### src/rtl/coeff_sequencer_if.sv
// Request and beat-stream bundle for coeff_sequencer.
// Master is the requester/consumer side; slave is the sequencer.
interface coeff_sequencer_if #(
    parameter int DATA_WIDTH = 32
);
    logic                  in_valid_i;
    logic                  in_ready_o;
    logic [DATA_WIDTH-1:0] x_i;
    logic                  func_sel_i;
    logic                  out_valid_o;
    logic                  out_ready_i;
    logic [DATA_WIDTH-1:0] signal_o;
    logic [DATA_WIDTH-1:0] coeff_o;
    logic                  last_o;
    logic                  done_o;
    logic                  busy_o;

    modport master (
        output in_valid_i, x_i, func_sel_i, out_ready_i,
        input  in_ready_o, out_valid_o, signal_o, coeff_o,
        input  last_o, done_o, busy_o
    );

    modport slave (
        input  in_valid_i, x_i, func_sel_i, out_ready_i,
        output in_ready_o, out_valid_o, signal_o, coeff_o,
        output last_o, done_o, busy_o
    );
endinterface

### src/rtl/coeff_sequencer.sv
// Streams Taylor coefficients (Horner order) paired with a sample,
// followed by a NaN terminator beat, into the MAC input FIFOs.
module coeff_sequencer #(
    parameter int DATA_WIDTH = 32,
    parameter int ADDR_LINES = 4,
    parameter int N_COEFF    = 10
) (
    input  logic              clk_i,
    input  logic              rstn_i,
    coeff_sequencer_if.slave  bus
);
    typedef enum logic [1:0] {
        S_IDLE,
        S_STREAM,
        S_TERM
    } state_t;

    localparam logic [DATA_WIDTH-1:0] NAN_W  = DATA_WIDTH'(32'h7F900000);
    localparam logic [ADDR_LINES-1:0] LAST_I = ADDR_LINES'(N_COEFF - 1);
    localparam logic [ADDR_LINES-1:0] ONE_I  = ADDR_LINES'(1);

    function automatic logic [DATA_WIDTH-1:0] rom(
        input logic                  f,
        input logic [ADDR_LINES-1:0] a
    );
        logic [31:0] v;
        v = '0;
        if (!f) begin
            case (int'(a))
                0: v = 32'h3493F27D;
                1: v = 32'h3638EF1D;
                2: v = 32'h37D00D01;
                3: v = 32'h39500D01;
                4: v = 32'h3AB60B61;
                5: v = 32'h3C088889;
                6: v = 32'h3D2AAAAB;
                7: v = 32'h3E2AAAAB;
                8: v = 32'h3F000000;
                9: v = 32'h3F800000;
                default: v = '0;
            endcase
        end else begin
            case (int'(a))
                0: v = 32'hA317A4DB;
                1: v = 32'hA74A963B;
                2: v = 32'hAB573F9F;
                3: v = 32'hAF309231;
                4: v = 32'hB2D7322B;
                5: v = 32'hB638EF1D;
                6: v = 32'hB9500D01;
                7: v = 32'hBC088889;
                8: v = 32'hBE2AAAAB;
                9: v = 32'hBF800000;
                default: v = '0;
            endcase
        end
        return DATA_WIDTH'(v);
    endfunction

    state_t                  r_state, w_state_nxt;
    logic                    r_func, w_func_nxt;
    logic [ADDR_LINES-1:0]   r_idx, w_idx_nxt;
    logic [DATA_WIDTH-1:0]   r_signal, w_signal_nxt;
    logic [DATA_WIDTH-1:0]   r_coeff, w_coeff_nxt;
    logic                    r_last, w_last_nxt;
    logic                    r_done, w_done_nxt;
    logic                    w_fire_in;
    logic                    w_fire_out;

    always_ff @(posedge clk_i) begin
        if (!rstn_i) begin
            r_state <= S_IDLE;
        end else begin
            r_state <= w_state_nxt;
        end
    end

    // Beat data is registered one step ahead so outputs never see out_ready_i.
    always_ff @(posedge clk_i) begin
        if (!rstn_i) begin
            r_func   <= 1'b0;
            r_idx    <= '0;
            r_signal <= '0;
            r_coeff  <= '0;
            r_last   <= 1'b0;
            r_done   <= 1'b0;
        end else begin
            r_func   <= w_func_nxt;
            r_idx    <= w_idx_nxt;
            r_signal <= w_signal_nxt;
            r_coeff  <= w_coeff_nxt;
            r_last   <= w_last_nxt;
            r_done   <= w_done_nxt;
        end
    end

    always_comb begin
        w_state_nxt  = r_state;
        w_func_nxt   = r_func;
        w_idx_nxt    = r_idx;
        w_signal_nxt = r_signal;
        w_coeff_nxt  = r_coeff;
        w_last_nxt   = r_last;
        w_done_nxt   = 1'b0;
        w_fire_in    = bus.in_valid_i && (r_state == S_IDLE);
        w_fire_out   = bus.out_ready_i && (r_state != S_IDLE);
        unique case (r_state)
            S_IDLE: begin
                if (w_fire_in) begin
                    w_state_nxt  = S_STREAM;
                    w_func_nxt   = bus.func_sel_i;
                    w_idx_nxt    = '0;
                    w_signal_nxt = bus.x_i;
                    w_coeff_nxt  = rom(bus.func_sel_i, '0);
                    w_last_nxt   = 1'b0;
                end
            end
            S_STREAM: begin
                if (w_fire_out) begin
                    if (r_idx == LAST_I) begin
                        w_state_nxt  = S_TERM;
                        w_signal_nxt = NAN_W;
                        w_coeff_nxt  = NAN_W;
                        w_last_nxt   = 1'b1;
                    end else begin
                        w_idx_nxt   = r_idx + ONE_I;
                        w_coeff_nxt = rom(r_func, r_idx + ONE_I);
                    end
                end
            end
            S_TERM: begin
                if (w_fire_out) begin
                    w_state_nxt  = S_IDLE;
                    w_signal_nxt = '0;
                    w_coeff_nxt  = '0;
                    w_last_nxt   = 1'b0;
                    w_done_nxt   = 1'b1;
                end
            end
            default: w_state_nxt = S_IDLE;
        endcase
    end

    assign bus.in_ready_o  = rstn_i && (r_state == S_IDLE);
    assign bus.out_valid_o = (r_state != S_IDLE);
    assign bus.busy_o      = (r_state != S_IDLE);
    assign bus.signal_o    = r_signal;
    assign bus.coeff_o     = r_coeff;
    assign bus.last_o      = r_last;
    assign bus.done_o      = r_done;
endmodule

### src/flat_wrapper.sv
// flat-port wrapper written by rule: the top's interface ports become plain ports
module coeff_sequencer_flat 
#(
    parameter int DATA_WIDTH = 32,
    parameter int ADDR_LINES = 4,
    parameter int N_COEFF    = 10
)
  (clk_i, rstn_i, bus_in_valid_i, bus_x_i, bus_func_sel_i, bus_out_ready_i, bus_in_ready_o, bus_out_valid_o, bus_signal_o, bus_coeff_o, bus_last_o, bus_done_o, bus_busy_o);
  coeff_sequencer_if #(.DATA_WIDTH(DATA_WIDTH)) bus_i ();
  input  logic clk_i;
  input  logic rstn_i;
  input wire logic [$bits(bus_i.in_valid_i)-1:0] bus_in_valid_i;
  input wire logic [$bits(bus_i.x_i)-1:0] bus_x_i;
  input wire logic [$bits(bus_i.func_sel_i)-1:0] bus_func_sel_i;
  input wire logic [$bits(bus_i.out_ready_i)-1:0] bus_out_ready_i;
  output wire logic [$bits(bus_i.in_ready_o)-1:0] bus_in_ready_o;
  output wire logic [$bits(bus_i.out_valid_o)-1:0] bus_out_valid_o;
  output wire logic [$bits(bus_i.signal_o)-1:0] bus_signal_o;
  output wire logic [$bits(bus_i.coeff_o)-1:0] bus_coeff_o;
  output wire logic [$bits(bus_i.last_o)-1:0] bus_last_o;
  output wire logic [$bits(bus_i.done_o)-1:0] bus_done_o;
  output wire logic [$bits(bus_i.busy_o)-1:0] bus_busy_o;
  assign bus_i.in_valid_i = bus_in_valid_i;
  assign bus_i.x_i = bus_x_i;
  assign bus_i.func_sel_i = bus_func_sel_i;
  assign bus_i.out_ready_i = bus_out_ready_i;
  assign bus_in_ready_o = bus_i.in_ready_o;
  assign bus_out_valid_o = bus_i.out_valid_o;
  assign bus_signal_o = bus_i.signal_o;
  assign bus_coeff_o = bus_i.coeff_o;
  assign bus_last_o = bus_i.last_o;
  assign bus_done_o = bus_i.done_o;
  assign bus_busy_o = bus_i.busy_o;
  coeff_sequencer #(.DATA_WIDTH(DATA_WIDTH), .ADDR_LINES(ADDR_LINES), .N_COEFF(N_COEFF)) u_core (.clk_i(clk_i), .rstn_i(rstn_i), .bus(bus_i));
endmodule
### config.mk
export PLATFORM = sky130hd
export DESIGN_NAME = coeff_sequencer_flat
export DESIGN_NICKNAME = d
export VERILOG_FILES = /design/src/rtl/coeff_sequencer_if.sv /design/src/rtl/coeff_sequencer.sv /design/src/flat_wrapper.sv
export SDC_FILE = /design/constraint.sdc
export NUM_CORES = 1
export LEC_CHECK = 0
export ABC_CLOCK_PERIOD_IN_PS = 2100
export BUFFER_PORTS_ARGS = -buffer_cell sky130_fd_sc_hd__buf_2
export CORE_AREA = 4 4 111 113
export DETAILED_ROUTE_END_ITERATION = 16
export DIE_AREA = 0 0 115 117
export SLEW_MARGIN = 10
export SYNTH_ARGS = -nofsm -noshare
export SYNTH_HDL_FRONTEND = slang
export SYNTH_SLANG_ARGS = --single-unit
### constraint.sdc
create_clock -name clk_i -period 2.1 [get_ports clk_i]
set_input_delay 0.105 -clock clk_i [delete_from_list [all_inputs] [get_ports clk_i]]
set_output_delay 0.105 -clock clk_i [all_outputs]
set_load 0.01 [all_outputs]
==> results of run 1 <==
## report_power, final
part | total [uW] | switching [uW] | internal [uW]
clock | 1670 | 597 | 1070
combinational | 3070 | 1710 | 1370
sequential | 2030 | 214 | 1820
total | 6770 | 2520 | 4250
## cells by family after synthesis
kind of cell | count (synthesis) | synth area share [%]
and+or+nand+nor | 161 | 20.4
AOI/OAI and AO/OA | 156 | 27.3
DFF | 73 | 37.2
buffers and inverters | 56 | 6.95
adders and majority gates | 15 | 4.78
muxes | 7 | 1.85
xor gates and xnor gates | 3 | 1.50
## worst paths after layout
check	to	cells past startpoint
setup / recovery	u_core.bus.coeff_o[18]	8
hold / removal	u_core.bus.signal_o[17]	3
setup reg to reg	u_core.bus.coeff_o[18]	8
hold reg to reg	u_core.bus.coeff_o[22]	1
## flip-flops by register name, indices dropped and copies added (netlist names)
name                 flops
u_core.bus.coeff_o      32
u_core.r_state           2
u_core.bus.signal_o     32
u_core.bus.done_o        1
u_core.r_func            1
u_core.r_idx             4
u_core.bus.last_o        1
## critical path, cell delays in order (launching register included)
cell	delay [ns]
dfxtp_2	0.34
ha_2	0.18
inv_1	0.08
ha_4	0.31
clkinv_1	0.16
o21ai_0	0.34
nand2_1	0.13
a211o_1	0.29
a21oi_1	0.13
## area by class of cell
| class | count | area (sq um) | share of cell area [%] |
|---|---|---|---|
| inverter | 15 | 56.3 | 1.06 |
| multi-input combinational | 342 | 2230 | 41.8 |
| timing repair buffer | 168 | 1080 | 20.3 |
| clock inverter | 4 | 77.6 | 1.45 |
| sequential | 73 | 1460 | 27.5 |
| clock buffer | 11 | 243 | 4.55 |
| tap | 143 | 179 | 3.36 |
## routing by layer
layer  up-vias  global-route usage (%)
met5         -                       0
met3        26                    4.11
met4         0                    9.23
li1       1997                       -
met2       143                    28.9
met1      1903                    25.4
## what timing repair did
action / 4_1_cts / 5_1_grt
hold endpoints to repair: 0 / 0
endpoints found under the setup margin: 0 / 50
resized for setup: 0 / 13
## cell usage in the layout, fill, tap and decap left out, types with 5 or more instances in the layout
master,count
nand4_1,5
nor2_1,55
mux2i_1,5
nand3_1,13
buf_2,105
buf_4,56
nor3_1,15
a22oi_1,23
nand2b_1,14
o221a_2,5
dfxtp_1,71
a311oi_1,11
o21ai_0,37
nand2_1,31
a31oi_1,5
clkbuf_16,10
a21oi_1,27
ha_1,12
inv_1,13
buf_12,5
o22ai_1,5
## per-stage QoR
step / TNS [ns] / area [sq um] / instances / setup WS (ns)
after floorplan: 0 / 3930 / 471 / 0.0407
after global placement: 0 / 4940 / 740 / 0.0710
after detailed placement: 0 / 4940 / 740 / 0.0209
after CTS: 0 / 5270 / 755 / 0.00109
after global routing: -0.131 / 5330 / 756 / -0.0631
final: 0 / 5330 / 756 / 0.0853
==> summary.md, run 1 <==
| Metric | Value |
|---|---|
| FILL cells | `1104` |
| DR DRC count | `0` |
| Clk root buf | `clkbuf_16` |
| Ant. Diodes | `0` |
| Cells after Synth | `approximately 470` |
| Seq/Total Area, Yosys | `a little under two fifths` |
| Largest net degree at the start of global routing | `between 40 and 50` |
| Top sig layer | `met4` |
| CTS Buffer Depth | `2` |
| Max Fclk | `496 MHz` |
| # rows | `39` |
| Most area-hungry cell type in the Yosys netlist | `dfxtp_1` |
| Area Growth Syn to Fin | `35.9%` |
| CP Data Required Time | `between 2 and 2.5 ns` |
| Buffers added on ports | `105` |
| Routed met3 length | `813 um` |
| Synth async-reset ratio | `0%` |
| Reg clk slew, reported paths | `0.06 ns` |
| Vias | `a little over 4000` |
| Peak supply drop | `between 0.6 and 0.7 mV` |
| Netlist cell types | `66` |
| Worst Min Path Start | `bus_x_i[17]` |
| Met2 wire length | `around 5700 um` |
| Final core utilization | `47.1%` |
| Commonest cells in the netlist | `dfxtp_1 (73), nor2_1 (57), o21ai_0 (38), nand2_1 (31), a21oi_1 (27)` |
| CTS tree | `yes` |
| Antenna viol nets, final | `0` |
| Slew Limit Headroom | `just under 60%` |
| Final worst path period need | `2.01 ns` |
| Post-CTS Setup Bufs | `0` |
| Synth top area share | `between 30% and 40%` |
| Share of cells above drive strength 1 | `between 30% and 40%` |
| Final Hold Fails | `0` |
| Final setup fails | `0` |
| Leak pwr | `0.00244 uW` |
| WP data arrival | `2.29 ns` |
| Hold crit path type | `in -> reg` |
| CP startpoint | `u_core.r_idx[0]` |
| Avg Vias per Cell | `about 5.4` |
| Core Region | `0.0113 sq mm` |
| Synth Flop Type | `dfxtp_1` |
| WL/cell | `approximately 17 um` |
| Mapped cell area | `about 0.0039 sq mm` |
| DP Wirelength | `approximately 9400 um` |
| CTS sink cnt | `73` |
| Tcrit/Tclk final | `95.9%` |
| Post-synth EDFFs | `0` |
| Worst setup path category | `reg -> reg` |
| CTS H-tree lvls | `3` |
| DR pass1 iterations | `5` |
| Reg2Reg Launch Point | `u_core.r_idx[0]` |
| Outcome | `complete, no violations` |
| Setup crit end kind | `flop` |
| 1st-iter DRT viols | `between 200 and 300` |
| #FFs+latches synth | `73` |
| RSZ-0062 raised after global routing | `true` |
| Routed length on met1 | `5710 um` |
| Syn nets | `between 500 and 600` |
| Power Dens Cells | `1270 mW/mm^2` |
| IO Pins | `around 110` |
| Total global routing overflow | `0` |
| Initial antenna violation count | `0` |
| Area contributors post-synth | `dfxtp_1 (37%), nor2_1 (5.5%), o21ai_0 (4.8%)` |
| Setup Skew | `0.00607 ns` |
| RePlAce Congestion | `0.955` |
| Reg2Reg Setup Slack | `~0.085 ns` |
| Least-Margin Pin Slew | `~0.6 ns` |
| Worst-path maximum fanout | `5` |
| First-pass GRT wire length | `20100 um` |
| Initial Util | `around a third` |
| Final wirelength | `12500 um` |
| Ys Warns | `0` |
| Cell with the most instances after synthesis | `dfxtp_1` |
| Die W | `between 100 and 150 um` |
| Avg Cell Area, Syn | `roughly 8.3 sq um` |
| Nets | `approximately 660` |
| Die area | `around 0.013 sq mm` |
| Final Max Slew Viols | `0` |
| Total track usage | `18.9%` |
| Die Span Y | `roughly 120 um` |
| Number of CTS-inserted buffers | `9` |
| Fin Hold WS | `approximately 0.013 ns` |
| Startpoint types | `flop` |
| Vias in the first global route | `roughly 4000` |
| Max-cap check violation count | `0` |
| Total power | `between 6000 and 7000 uW` |
| Hold_buf cts | `0` |
| Clock latency on the worst-skew pair | `~0.34 ns` |
Note: power is estimated with default switching activity, not from simulation.
==> run 2: changes to the inputs <==
--- a/config.mk
+++ b/config.mk
@@ -7,9 +7,10 @@
 export LEC_CHECK = 0
 export ABC_CLOCK_PERIOD_IN_PS = 2100
 export BUFFER_PORTS_ARGS = -buffer_cell sky130_fd_sc_hd__buf_2
-export CORE_AREA = 4 4 111 113
+export CORE_AREA = 4 4 120 122
 export DETAILED_ROUTE_END_ITERATION = 16
-export DIE_AREA = 0 0 115 117
+export DIE_AREA = 0 0 124 126
+export HOLD_SLACK_MARGIN = 0.08
 export SLEW_MARGIN = 10
 export SYNTH_ARGS = -nofsm -noshare
 export SYNTH_HDL_FRONTEND = slang
==> constraint.sdc (replaced) <==
create_clock -name clk_i -period 2.1 [get_ports clk_i]
set_input_delay 0.21 -clock clk_i [delete_from_list [all_inputs] [get_ports clk_i]]
set_output_delay 0.21 -clock clk_i [all_outputs]
set_load 0.01 [all_outputs]
==> run 2 against run 1 <==
  * Worst hold slack better by 0.11 ns
  * Clock-buffer cell count down 1
  * Global-route usage down 1.5 points
  * Final area up 2.9%
  * Clock skew up 0.0025 ns
  * Core utilization down 5.5 points
  * Final cell count up 6.0%
  * Largest power group unchanged
  * Sequential power about the same
  * Largest cell class unchanged
  * Non-clock buffer count up 11
  * Sequential share of layout area down 0.80 points
  * Setup slack better by 0.025 ns
==> summary.md, run 2 (synthesis gave the netlist of run 1 again) <==
| Metric | Value |
|---|---|
| Outcome | `complete, no violations` |
| CTS tree | `yes` |
| Commonest non-fill, non-tap cell in the layout | `buf_2` |
| Core Region | `0.0132 sq mm (+17%)` |
| IO Pins | `106 (unchanged)` |
| Clk root buf | `clkbuf_16` |
| Peak supply drop | `0.697 mV (+4.1%)` |
| WP depth | `8 (unchanged)` |
| Flop pwr share | `28.9% (-1.1 points)` |
| Reg area | `0.00146 sq mm (about the same)` |
| Final worst path period need | `1.99 ns (-0.0253 ns)` |
| Ant. Diodes | `0 (unchanged)` |
| Power Dens Cells | `1290 mW/mm^2 (+1.4%)` |
| Clock latency on the worst-skew pair | `0.34 ns (about the same)` |
| Layout Cells excl Fill | `801 (+6.0%)` |
| Max Fclk | `503 MHz (+1.3%)` |
| 1st-iter DRT viols | `339 (+32%)` |
| Switching Fraction | `37.6% (+0.44 points)` |
| CTS Buffer Depth | `2 (unchanged)` |
| Pint | `4410 uW (+3.6%)` |
| Total power | `7060 uW (+4.3%)` |
| Part of the power in combinational logic | `47.2% (+1.8 points)` |
| Post-route cell area | `0.00549 sq mm (+2.9%)` |
| Setup Skew | `0.00856 ns (+0.00249 ns)` |
| R2r endpoint | `u_core.bus.coeff_o[8]` |
| Post-route setup slack | `0.111 ns (+0.0253 ns)` |
| Hold_buf cts | `0 (unchanged)` |
| # rows | `42 (+7.7%)` |
| RSZ-0062 raised after global routing | `true` |
| Area Growth Syn to Fin | `39.8%` |
| Initial antenna violation count | `0 (unchanged)` |
| DR pass1 iterations | `5 (unchanged)` |
| Die Span Y | `126 um (+7.7%)` |
| Crit path largest cell delay | `0.39 ns (+0.05 ns)` |
| Vias | `4160 (+2.2%)` |
| Number of CTS-inserted buffers | `9 (unchanged)` |
| Final setup fails | `0 (unchanged)` |
| Clock power frac | `23.9% (-0.7 points)` |
| Total global routing overflow | `0 (unchanged)` |
| Share of cells above drive strength 1 | `36.2% (+1.4 points)` |
| RePlAce Congestion | `0.917 (-4.1%)` |
| Buffers added on ports | `105 (unchanged)` |
| Worst-path maximum fanout | `10 (+5)` |
| Worst path slowest cell | `or3_1` |
| Die area | `0.0156 sq mm (+16%)` |
| Vias in the first global route | `4110 (+3.4%)` |
| WL/cell | `16.9 um (+2.1%)` |
| CP Data Required Time | `2.33 ns (-0.04 ns)` |
| Critical Path End | `u_core.bus.coeff_o[8]` |
| Fin Hold WS | `0.119 ns (+0.106 ns)` |
| Startpoint types | `flop` |
| DP Wirelength | `10100 um (+8.1%)` |
| FILL cells | `1354 (+23%)` |
| P_sw | `2660 uW (+5.6%)` |
| Largest net degree at the start of global routing | `26 (-41%)` |
| CTS sink cnt | `73 (unchanged)` |
| Reg2Reg Launch Point | `u_core.r_idx[1]` |
| Slew Limit Headroom | `58.1% (-0.29 points)` |
| Worst reg-to-reg path cell count | `8 (unchanged)` |
| Reg clk slew, reported paths | `0.06 ns (about the same)` |
| Buf/Inv on CP | `2 (unchanged)` |
| Most frequent cells in the layout | `buf_2 (105), dfxtp_1 (72), buf_4 (69)` |
| Max-cap check violation count | `0 (unchanged)` |
| Leak pwr | `0.00249 uW (+1.9%)` |
| Die W | `124 um (+7.8%)` |
| Reg2Reg Setup Slack | `0.11 ns (+0.03 ns)` |
| Initial Util | `29.8% (-4.9 points)` |
| First-pass GRT wire length | `21500 um (+7.1%)` |
| Placed Cells | `783 (+5.8%)` |
| Avg Vias per Cell | `5.19 (-3.5%)` |
| Worst setup path category | `reg -> reg` |
| Final wirelength | `13500 um (+8.2%)` |
| Cells along the critical path | `ha_2 -> inv_1 -> ha_4 -> buf_4 -> or3_1 -> o211ai_1 -> o21ai_1 -> a32o_1` |
| Multi-input logic area | `0.00227 sq mm (+1.9%)` |
| Final Hold Fails | `0 (unchanged)` |
| Antenna viol nets, final | `0 (unchanged)` |
| DP Worst Slack | `0.0106 ns (-0.0103 ns)` |
| Total track usage | `17.4% (-1.5 points)` |
| WP data arrival | `2.22 ns (-0.07 ns)` |
| Placed cell areas | `0.00505 sq mm (+2.1%)` |
| Setup crit end kind | `flop` |
| Nets | `672 (+1.7%)` |
| Hold crit path type | `in -> reg` |
| CP startpoint | `u_core.r_idx[1]` |
| CTS H-tree lvls | `3 (unchanged)` |
| Tcrit/Tclk final | `94.7% (-1.2 points)` |
| CP top delay family | `compound AO/OA/AOI/OAI gates` |
| Least-Margin Pin Slew | `0.622 ns (+0.00435 ns)` |
| Final Max Slew Viols | `0 (unchanged)` |
| DR DRC count | `0 (unchanged)` |
## run 2: cell count changes in the layout (fill, tap and decap cells not counted), moves of 2 or more
cell and delta:
a21oi_4 +2, buf_4 +13, o21ai_0 -2, o21ai_1 +2
## run 2: area by class of cell
class / instances / area share (%)
Multi-Input combinational cell: 342 / 41.4
Tap cell: 176 / 4.01
Timing Repair Buffer: 179 / 20.9
Clock buffer: 10 / 4.35
Inverter: 15 / 1.03
Clock inverter: 6 / 1.64
Sequential cell: 73 / 26.6
## run 2: worst reg2reg max path: cells and delay by family (launching register included)
| kind | cells | cell delay, ns |
|---|---|---|
| AO/OA/AOI/OAI | 3 | 0.48 |
| adder cells (fa/ha/maj) | 2 | 0.44 |
| buffers and inverters | 2 | 0.25 |
| flip-flops | 1 | 0.33 |
| AND/OR/NAND/NOR | 1 | 0.39 |
## run 2: timing repair
action,in CTS,in global routing
buffers inserted,0,1
setup endpoints to repair,1,51
cloned,0,1
resized for setup,1,17
pin swaps,0,3
endpoints found under the hold margin,0,0
## run 2: through the flow
step	TNS, ns	util (%)
floorplan	0	-
global placement	0	38.3
detailed placement	0	38.3
CTS	0	40.9
global route	-0.0786	41.6
finish	0	41.6
## run 2: routing by layer
metal	wire length, um	global-route usage [%]	part of all wire (%)
met2	6260	27.3	46
met4	253	6.31	1.9
met1	6080	22.8	45
met3	915	4.80	6.8
met5	0	0	0
## run 2: power groups by stage
stage                     sequential [uW]  combinational, uW  clock, uW
final                                2040               3330       1690
after global routing                 2090               3650       1800
after CTS                            2040               3150       1730
after detailed placement             2060               3140          0
after global placement               2050               3090          0
after floorplan                      2240               1700          0
## run 2: worst min-delay path by stage
stage | startpoint | end | slack (ns) | depth (start not counted)
floorplan | bus_func_sel_i | u_core.r_func | 0.36 | 2
global route | bus_x_i[15] | u_core.bus.signal_o[15] | 0.12 | 3
detailed placement | u_core.bus.coeff_o[8] | u_core.bus.coeff_o[8] | 0.45 | 1
global placement | u_core.bus.coeff_o[8] | u_core.bus.coeff_o[8] | 0.45 | 1
finish | bus_x_i[31] | u_core.bus.signal_o[31] | 0.12 | 3
CTS | bus_x_i[14] | u_core.bus.signal_o[14] | 0.11 | 3
